[config.mk]
export PLATFORM = sky130hd
export DESIGN_NAME = reg_cmd_ctrl_flat
export DESIGN_NICKNAME = d
export VERILOG_FILES = /design/src/rtl/reg_cmd_ctrl_if.sv /design/src/rtl/reg_cmd_ctrl.sv /design/src/flat_wrapper.sv
export SDC_FILE = /design/constraint.sdc
export NUM_CORES = 1
export LEC_CHECK = 0
export ABC_AREA = 1
export CORE_AREA = 2 2 65 67
export CTS_BUF_LIST = sky130_fd_sc_hd__clkbuf_16
export CTS_CLUSTER_SIZE = 28
export DETAILED_ROUTE_END_ITERATION = 12
export DIE_AREA = 0 0 67 69
export PLACE_DENSITY = 0.67
export SYNTH_ARGS = -nofsm -noshare
export SYNTH_HDL_FRONTEND = slang
export SYNTH_SLANG_ARGS = --single-unit
export TNS_END_PERCENT = 30
[constraint.sdc]
create_clock -name CLK -period 3.1 [get_ports CLK]
set_input_delay 0.93 -clock CLK [delete_from_list [all_inputs] [get_ports CLK]]
set_output_delay 0.93 -clock CLK [all_outputs]
set_load 0.05 [all_outputs]
[src/rtl/reg_cmd_ctrl_if.sv]
// Bus bundle between the command controller and its surroundings: the UART
// receiver/transmitter byte ports and the register-file port.
interface reg_cmd_ctrl_if #(
    parameter int DATAWIDTH = 8,
    parameter int ADDR      = 4
);
    logic [DATAWIDTH-1:0] RX_P_Data;
    logic                 RX_D_VLD;
    logic [DATAWIDTH-1:0] RdData;
    logic                 RdData_Valid;
    logic                 TX_Busy;
    logic                 WrEn;
    logic                 RdEn;
    logic [ADDR-1:0]      Address;
    logic [DATAWIDTH-1:0] WrData;
    logic [DATAWIDTH-1:0] TX_P_Data;
    logic                 TX_D_VLD;
    logic                 Cmd_Err;

    // Controller side
    modport master (
        input  RX_P_Data, RX_D_VLD, RdData, RdData_Valid, TX_Busy,
        output WrEn, RdEn, Address, WrData, TX_P_Data, TX_D_VLD, Cmd_Err
    );

    // Environment side (UART + register file)
    modport slave (
        output RX_P_Data, RX_D_VLD, RdData, RdData_Valid, TX_Busy,
        input  WrEn, RdEn, Address, WrData, TX_P_Data, TX_D_VLD, Cmd_Err
    );
endinterface

[src/rtl/reg_cmd_ctrl.sv]
// Command-frame controller: decodes write (opcode, addr, data) and read
// (opcode, addr) frames from the UART receiver, drives the register-file
// port and returns read data to the UART transmitter. All outputs registered.
module reg_cmd_ctrl #(
    parameter int                   DATAWIDTH  = 8,
    parameter int                   ADDR       = 4,
    parameter int                   RD_TIMEOUT = 15,
    parameter logic [DATAWIDTH-1:0] WR_CMD     = 8'hAA,
    parameter logic [DATAWIDTH-1:0] RD_CMD     = 8'hBB
) (
    input  logic           CLK,
    input  logic           RST,
    reg_cmd_ctrl_if.master bus
);
    localparam int CNT_W = $clog2(RD_TIMEOUT + 1);

    typedef enum logic [2:0] {
        IDLE, WR_ADDR, WR_DATA, RD_ADDR, RD_WAIT, TX_SEND
    } state_t;

    state_t               state_q, state_d;
    logic [ADDR-1:0]      addr_q, addr_d;
    logic [DATAWIDTH-1:0] wdata_q, wdata_d;
    logic [DATAWIDTH-1:0] txdata_q, txdata_d;
    logic [CNT_W-1:0]     cnt_q, cnt_d;
    logic                 wren_q, wren_d;
    logic                 rden_q, rden_d;
    logic                 txvld_q, txvld_d;
    logic                 err_q, err_d;
    logic                 addr_bad;

    // An address byte is rejected when any bit above the address field is set
    assign addr_bad = |bus.RX_P_Data[DATAWIDTH-1:ADDR];

    // State and output registers; reset clears everything, including data
    always_ff @(posedge CLK) begin
        if (RST) begin
            state_q  <= IDLE;
            addr_q   <= '0;
            wdata_q  <= '0;
            txdata_q <= '0;
            cnt_q    <= '0;
            wren_q   <= 1'b0;
            rden_q   <= 1'b0;
            txvld_q  <= 1'b0;
            err_q    <= 1'b0;
        end else begin
            state_q  <= state_d;
            addr_q   <= addr_d;
            wdata_q  <= wdata_d;
            txdata_q <= txdata_d;
            cnt_q    <= cnt_d;
            wren_q   <= wren_d;
            rden_q   <= rden_d;
            txvld_q  <= txvld_d;
            err_q    <= err_d;
        end
    end

    // Next-state decode; pulse outputs default low, data holds its value
    always_comb begin
        state_d  = state_q;
        addr_d   = addr_q;
        wdata_d  = wdata_q;
        txdata_d = txdata_q;
        cnt_d    = cnt_q;
        wren_d   = 1'b0;
        rden_d   = 1'b0;
        txvld_d  = 1'b0;
        err_d    = 1'b0;
        case (state_q)
            IDLE: begin
                if (bus.RX_D_VLD) begin
                    if (bus.RX_P_Data == WR_CMD)      state_d = WR_ADDR;
                    else if (bus.RX_P_Data == RD_CMD) state_d = RD_ADDR;
                    else                              err_d   = 1'b1;
                end
            end
            WR_ADDR: begin
                if (bus.RX_D_VLD) begin
                    if (addr_bad) begin
                        err_d   = 1'b1;
                        state_d = IDLE;
                    end else begin
                        addr_d  = bus.RX_P_Data[ADDR-1:0];
                        state_d = WR_DATA;
                    end
                end
            end
            WR_DATA: begin
                if (bus.RX_D_VLD) begin
                    wdata_d = bus.RX_P_Data;
                    wren_d  = 1'b1;
                    state_d = IDLE;
                end
            end
            RD_ADDR: begin
                if (bus.RX_D_VLD) begin
                    if (addr_bad) begin
                        err_d   = 1'b1;
                        state_d = IDLE;
                    end else begin
                        addr_d  = bus.RX_P_Data[ADDR-1:0];
                        rden_d  = 1'b1;
                        cnt_d   = '0;
                        state_d = RD_WAIT;
                    end
                end
            end
            RD_WAIT: begin
                // Read data wins over a timeout landing in the same cycle
                if (bus.RdData_Valid) begin
                    txdata_d = bus.RdData;
                    txvld_d  = 1'b1;
                    state_d  = TX_SEND;
                end else if (cnt_q == CNT_W'(RD_TIMEOUT)) begin
                    err_d   = 1'b1;
                    state_d = IDLE;
                end else begin
                    cnt_d = cnt_q + CNT_W'(1);
                end
                // Bytes arriving mid-transaction are dropped and flagged
                if (bus.RX_D_VLD) err_d = 1'b1;
            end
            TX_SEND: begin
                if (bus.TX_Busy) txvld_d = 1'b1;
                else             state_d = IDLE;
                if (bus.RX_D_VLD) err_d = 1'b1;
            end
            default: state_d = IDLE;
        endcase
    end

    assign bus.WrEn      = wren_q;
    assign bus.RdEn      = rden_q;
    assign bus.Address   = addr_q;
    assign bus.WrData    = wdata_q;
    assign bus.TX_P_Data = txdata_q;
    assign bus.TX_D_VLD  = txvld_q;
    assign bus.Cmd_Err   = err_q;
endmodule

[src/flat_wrapper.sv]
// flat-port wrapper written by rule: the top's interface ports become plain ports
module reg_cmd_ctrl_flat 
#(
    parameter int                   DATAWIDTH  = 8,
    parameter int                   ADDR       = 4,
    parameter int                   RD_TIMEOUT = 15,
    parameter logic [DATAWIDTH-1:0] WR_CMD     = 8'hAA,
    parameter logic [DATAWIDTH-1:0] RD_CMD     = 8'hBB
)
  (CLK, RST, bus_RX_P_Data, bus_RX_D_VLD, bus_RdData, bus_RdData_Valid, bus_TX_Busy, bus_WrEn, bus_RdEn, bus_Address, bus_WrData, bus_TX_P_Data, bus_TX_D_VLD, bus_Cmd_Err);
  reg_cmd_ctrl_if #(.DATAWIDTH(DATAWIDTH), .ADDR(ADDR)) bus_i ();
  input  logic CLK;
  input  logic RST;
  input wire logic [$bits(bus_i.RX_P_Data)-1:0] bus_RX_P_Data;
  input wire logic [$bits(bus_i.RX_D_VLD)-1:0] bus_RX_D_VLD;
  input wire logic [$bits(bus_i.RdData)-1:0] bus_RdData;
  input wire logic [$bits(bus_i.RdData_Valid)-1:0] bus_RdData_Valid;
  input wire logic [$bits(bus_i.TX_Busy)-1:0] bus_TX_Busy;
  output wire logic [$bits(bus_i.WrEn)-1:0] bus_WrEn;
  output wire logic [$bits(bus_i.RdEn)-1:0] bus_RdEn;
  output wire logic [$bits(bus_i.Address)-1:0] bus_Address;
  output wire logic [$bits(bus_i.WrData)-1:0] bus_WrData;
  output wire logic [$bits(bus_i.TX_P_Data)-1:0] bus_TX_P_Data;
  output wire logic [$bits(bus_i.TX_D_VLD)-1:0] bus_TX_D_VLD;
  output wire logic [$bits(bus_i.Cmd_Err)-1:0] bus_Cmd_Err;
  assign bus_i.RX_P_Data = bus_RX_P_Data;
  assign bus_i.RX_D_VLD = bus_RX_D_VLD;
  assign bus_i.RdData = bus_RdData;
  assign bus_i.RdData_Valid = bus_RdData_Valid;
  assign bus_i.TX_Busy = bus_TX_Busy;
  assign bus_WrEn = bus_i.WrEn;
  assign bus_RdEn = bus_i.RdEn;
  assign bus_Address = bus_i.Address;
  assign bus_WrData = bus_i.WrData;
  assign bus_TX_P_Data = bus_i.TX_P_Data;
  assign bus_TX_D_VLD = bus_i.TX_D_VLD;
  assign bus_Cmd_Err = bus_i.Cmd_Err;
  reg_cmd_ctrl #(.DATAWIDTH(DATAWIDTH), .ADDR(ADDR), .RD_TIMEOUT(RD_TIMEOUT), .WR_CMD(WR_CMD), .RD_CMD(RD_CMD)) u_core (.CLK(CLK), .RST(RST), .bus(bus_i));
endmodule
## Yosys cells after proc, flatten, opt, wreduce, memory -nomap -nowiden

Cells that the tools add are included.

- RAM bits: 0
- Memories: 0
- Bits in read-only memories: 0
- Word-level logic and storage cells: 74
- Output and inout bits: 24
- Flip-flop bits (word level): 31
- Input port bits: 21
- Latch bits: 0

- Mux-type cells: 31
- Reduce and logical (&&, ||, !) cells: 11
- Bitwise operators: 4
- Divide/modulo/power cells: 0
- Order comparisons: 0
- Equality and inequality tests: 18
- Add/sub/neg operators: 1
- Shifts and indexed selects: 0
- Multipliers: 0

Operator list:

| kind | number |
|---|---|
| 2-to-1 mux 3 bit | 10 |
| one-hot mux 3 bit (6 select lines) | 1 |
| == test 8 bit, second input constant | 2 |
| 2-to-1 mux 4 bit | 4 |
| inequality test 2 bit, second input constant | 8 |
| 2-to-1 mux 1 bit | 12 |
| one-hot mux 4 bit (2 select lines) | 1 |
| AND reduction 7 bit | 1 |
| == test 3 x 2 -> 1 bit, second input constant | 2 |
| == test 3 bit, second input constant | 2 |
| AND reduction 5 bit | 1 |
| adder 4 x 1 -> 4 bit, second input constant | 1 |
| == test 4 bit, second input constant | 1 |
| inverter 1 bit | 4 |
| one-hot mux 1 bit (4 select lines) | 1 |
| AND reduction 2 bit | 2 |
| OR reduction 2 bit | 2 |
| OR reduction 4 bit | 1 |
| == test 3 x 1 -> 1 bit, second input constant | 1 |
| logical NOT 3 bit | 1 |
| inequality test 3 x 1 -> 1 bit, second input constant | 1 |
| inequality test 3 x 2 -> 1 bit, second input constant | 1 |
| AND reduction 3 bit | 1 |
| OR reduction 3 bit | 1 |
| other kinds (3) | 3 |

## Logic depth before layout (Yosys ltp)

- Word-level depth: 5
- Depth in mapped cells: 9
- Gate-level depth less buffers: 9

## Least setup slack after synthesis

OpenSTA, ideal clock, no wires.

- Path kind: input to register
- From: in bus_RX_P_Data[5]
- To: reg u_core.cnt_q[0]
- Path slack: 1.381 ns
- Required time: 2.986 ns
- Arrival time: 1.605 ns
- Setup time: 0.114 ns
- Stages on the path: 8
- Path through: nor2_1 > nand2_1 > inv_1 > nand3_1 > nand2_2 > nand2_2 > a21oi_1 > nor2_1

- Cells in the longest elaborated chain, start to end: 3

Ends and longest elaborated chain:

| element | RTL line | RTL |
|---|---|---|
| start: declaration | flat_wrapper.sv:14 | `input wire logic [$bits(bus_i.RX_P_Data)-1:0] bus_RX_P_Data;` |
| OR reduction 4 bit | reg_cmd_ctrl.sv:33 | `assign addr_bad = \|bus.RX_P_Data[DATAWIDTH-1:ADDR];` |
| inequality test 2 bit (no source line) | -- |  |
| AND reduction 5 bit (no source line) | -- |  |
| end signal: assignment | reg_cmd_ctrl.sv:52 | `cnt_q <= cnt_d;` |
| end: declaration | reg_cmd_ctrl.sv:25 | `logic [CNT_W-1:0] cnt_q, cnt_d;` |

Every way passes these cells.
A chain may end at the register's enable or synchronous reset.

## Worst setup path in the final report

- From: reg u_core.wdata_q[5] (netlist: u_core.bus.WrData[5])
- To: out bus_WrData[5]

RTL lines:

| element | RTL line | RTL |
|---|---|---|
| start: declaration | reg_cmd_ctrl.sv:23 | `logic [DATAWIDTH-1:0] wdata_q, wdata_d;` |
| start signal: assignment | reg_cmd_ctrl.sv:50 | `wdata_q <= wdata_d;` |
| end: declaration | flat_wrapper.sv:22 | `output wire logic [$bits(bus_i.WrData)-1:0] bus_WrData;` |

No word-level cell between the ends.

==> implementation parameters <==
Parameter                              Value

Synth
  Most common flop cell mapped by yosys ... sky130_fd_sc_hd__dfxtp_1
  Syn Nets ... 224
  Async set-or-reset flop fraction in the synthesized netlist ... 0
  Cell types with the largest area share after synthesis ... sky130_fd_sc_hd__dfxtp_1 42%, sky130_fd_sc_hd__nor2_1 12%, sky130_fd_sc_hd__nand2_1 7.6%
  Top-area cell type share of the netlist area ... 0.418
  Commonest cells in the netlist ... 46 x sky130_fd_sc_hd__nor2_1, 31 x sky130_fd_sc_hd__dfxtp_1, 30 x sky130_fd_sc_hd__nand2_1
  Cell area after synthesis ... ~1500 µm²
  Most instantiated library cell after synthesis ... sky130_fd_sc_hd__nor2_1
  Share of synthesized area occupied by flip-flops and latches ... 0.418
  Synth cell types ... 30
  Synthesized instance count ... approximately 200
  #FFs+latches synth ... 31
  Number of enable-type register cells in the synthesized netlist ... 0
  Syn Area/Cell ... between 7 and 8 µm²
  Yosys warning count ... 0
  Dominant cell type by area after synthesis ... sky130_fd_sc_hd__dfxtp_1

Critical path
  Crit. End Element ... output pin
  Flop-to-flop setup slack ... about 1.7 ns
  Reg2reg end ... u_core.state_q[2]$_SDFFE_PP0P_
  Worst Setup Path Type ... reg2out
  Kind of cell adding the most delay to the critical path ... buffers and inverters
  CP Cell Sequence ... clkdlybuf4s50_1
  Crit path buf inv count ... 1
  Peak per-stage delay on the critical path ... 0.81 ns
  Worst flop-to-flop path startpoint ... u_core.state_q[2]$_SDFFE_PP0P_
  Startpoint class of the critical path ... register
  Slowest cell on the critical path ... sky130_fd_sc_hd__clkdlybuf4s50_1
  Arrival time of data at the critical path endpoint ... 1.42 ns
  Crit path max fanout ... 2
  Crit path required time ... 2.17 ns
  R2R depth ... 6

Place
  Post-Place Cells ... 290
  Post-DP HPWL ... roughly 2400 µm
  Count of input and output buffers ... 44
  Instance area after placement ... 1950 µm²
  Weighted congestion reported at the end of routability-driven placement ... 0.804

Route
  DRC violation count after routing ... 0
  Vias per std cell ... between 4 and 5
  DRT Wirelength ... approximately 3400 µm
  Total iterations of the first detailed-routing run ... 4
  Starting DRC count in detailed routing ... 96
  Number of antenna-violating nets in the routed design ... 0
  Routed len/inst ... about 11 µm
  Via Count ... 1358

Power and ir drop
  Power density cells ... ~490 nW/µm²
  Lkg Pwr ... 0.881 nW
  Worst voltage drop across the vdd grid ... roughly 0.32 mV

Flow run
  MaxCap Viol Count ... 0

Timing
  Relative slew margins ... 0.628
  RSZ-0062 raised after global routing ... no
  Worst hold-check slack ... 0.487 ns
  Number of max-slew violations in the final report ... 0
  Total negative slack ... 0 ns
  Highest clock rate ... around 0.42 GHz
  Fin crit period ... approximately 2.4 ns
  Post-route clock period utilization ... 0.760
  Final hold vios ... 0
  Worst setup skew after layout ... 0.00324 ns
  Setup violators final ... 0
  Transition time at the pin with the least slew margin ... roughly 0.56 ns

Floorplan
  # IOs ... between 40 and 50
  Initial core utilization ... 0.379
  Die outline area ... roughly 4600 µm²
  Overall die height ... just under 70 µm
  Std-Cell Rows ... 23
  Core Footprint ... just under 4000 µm²
  Die outline width ... about 67 µm

GRT
  Overflow left after global routing ... 0
  Gr usage total ... 0.159
  Met2 Track Usage GR ... 0.217
  Antenna violations before repair ... 0
  Met3 capacity usage during global routing ... 0.0489
  Pin count of the biggest net entering global routing ... 23
  Wire length of the first global-routing pass ... ~5500 µm
  Most crowded layer after global routing ... met1
  Via count of the first global-routing pass ... 1225
  Met1 Track Usage GR ... 0.224

Cells and area
  Total number of nets in the final design ... ~270
  Utilization after layout ... 0.533
  # fillers ... 402
  Area of combinational cells with multiple inputs ... approximately 730 µm²
  Footprint of the flip-flops and latches ... slightly above 600 µm²
  Share of final-layout standard cells stronger than drive strength 1 ... 0.145
  Area added between synthesis and finish ... 40.4%
  Non-Filler Cell Area, Final ... about 2100 µm²
  Antenna Cells ... 0
  Filler-free cell count of the finished design ... about 300

Clock network
  Post-CTS Repair Setup Buffers ... 0
  Number of sinks handled by clock tree synthesis ... 31
  CTS Buf Count ... 5
  Number of gates resized after CTS ... 0
  CTS clock-pin slew for the worst setup and hold paths ... roughly 0.05 ns
  CTS root buf ... sky130_fd_sc_hd__clkbuf_16
  Hold bufs inserted after CTS ... 0
  H-tree depth reported by CTS ... 2
  Clock latency at the later pin of the worst-skew pair ... about 0.27 ns
  TritonCTS clock tree ... built
  Worst-case clock buffer depth ... 2

Min path
  HP Class ... reg2reg
  Origin of the worst min-delay path ... u_core.bus.Address[1]$_SDFFE_PP0P_
  Hold worst-path end ... u_core.bus.Address[1]$_SDFFE_PP0P_
  Number of stages on the worst hold path ... 2

Outcome
  Result of the run ... finished clean
==> per-layer routing <==
| layer | part of all wire | vias to the layer above |
|---|---|---|
| li1 | - | 732 |
| met1 | 0.48 | 587 |
| met2 | 0.44 | 35 |
| met3 | 0.056 | 4 |
| met4 | 0.015 | 0 |
| met5 | 0 | - |
==> report_power, final <==
part           leakage, nW  total (W)  internal, W  switching [W]
clock               0.0701   0.000448     0.000288       0.000160
sequential           0.251   0.000424     0.000411      0.0000123
combinational        0.561   0.000150    0.0000601      0.0000896
total                0.881    0.00102     0.000759       0.000262
==> registers in the layout, indices dropped and copies added (netlist names) <==
signal and count:
u_core.bus.TX_D_VLD 1, u_core.state_q 3, u_core.bus.Address 4, u_core.cnt_q 4, u_core.bus.WrEn 1, u_core.bus.TX_P_Data 8, u_core.bus.Cmd_Err 1, u_core.bus.RdEn 1
u_core.bus.WrData 8
==> cells in the final DEF, fill, tap and decap left out, drive strengths merged <==
| cell | n |
|---|---|
| a21oi | 15 |
| a31oi | 1 |
| clkbuf | 5 |
| clkdlybuf4s50 | 44 |
| clkinv | 3 |
| dfxtp | 31 |
| ha | 1 |
| inv | 22 |
| nand2 | 38 |
| nand3 | 9 |
| nand4 | 3 |
| nor2 | 53 |
| nor3 | 1 |
| nor3b | 1 |
| o21ai | 20 |
| o21bai | 1 |
==> logic make-up (layout without fill, tap and decap cells) <==
| kind of cell | after synthesis | after routing | share of synthesized area |
|---|---|---|---|
| flip-flops | 31 | 31 | 0.418 |
| buffers and inverters | 28 | 74 | 0.0893 |
| AND/OR/NAND/NOR | 105 | 105 | 0.347 |
| AO/OA/AOI/OAI | 37 | 37 | 0.137 |
| adder cells (fa/ha/maj) | 1 | 1 | 0.00842 |
==> worst max-delay path by stage <==
stage,start,endpoint,slack (ns),cells past startpoint
3_3_place_gp,RST,u_core.bus.WrData[0]$_SDFFE_PP0P_,0.69,4
4_1_cts,u_core.bus.WrData[3]$_SDFFE_PP0P_,bus_WrData[3],0.74,1
2_1_floorplan,bus_RX_P_Data[5],u_core.cnt_q[0]$_SDFFE_PP0P_,1.38,8
3_5_place_dp,RST,u_core.bus.WrData[0]$_SDFFE_PP0P_,0.62,4
6_report,u_core.bus.WrData[5]$_SDFFE_PP0P_,bus_WrData[5],0.75,1
5_1_grt,u_core.bus.WrData[3]$_SDFFE_PP0P_,bus_WrData[3],0.69,1
==> per-stage QoR <==
| stage | worst slack [ns] | power, W |
|---|---|---|
| 2_1_floorplan | 1.38 | 0.000528 |
| 3_5_place_dp | 0.615 | 0.000581 |
| 6_report | 0.745 | 0.00102 |
| 5_1_grt | 0.693 | 0.00106 |
| 3_3_place_gp | 0.686 | 0.000580 |
| 4_1_cts | 0.737 | 0.00103 |
==> cell type report <==
class	instances	area share
clock inverters	3	0.00540
flip-flops and latches	31	0.298
multi-input cells	143	0.351
well taps	50	0.0300
repair buffers	44	0.211
clock buffers	5	0.0600
inverters	22	0.0444
(Power assumes the default switching activity.)
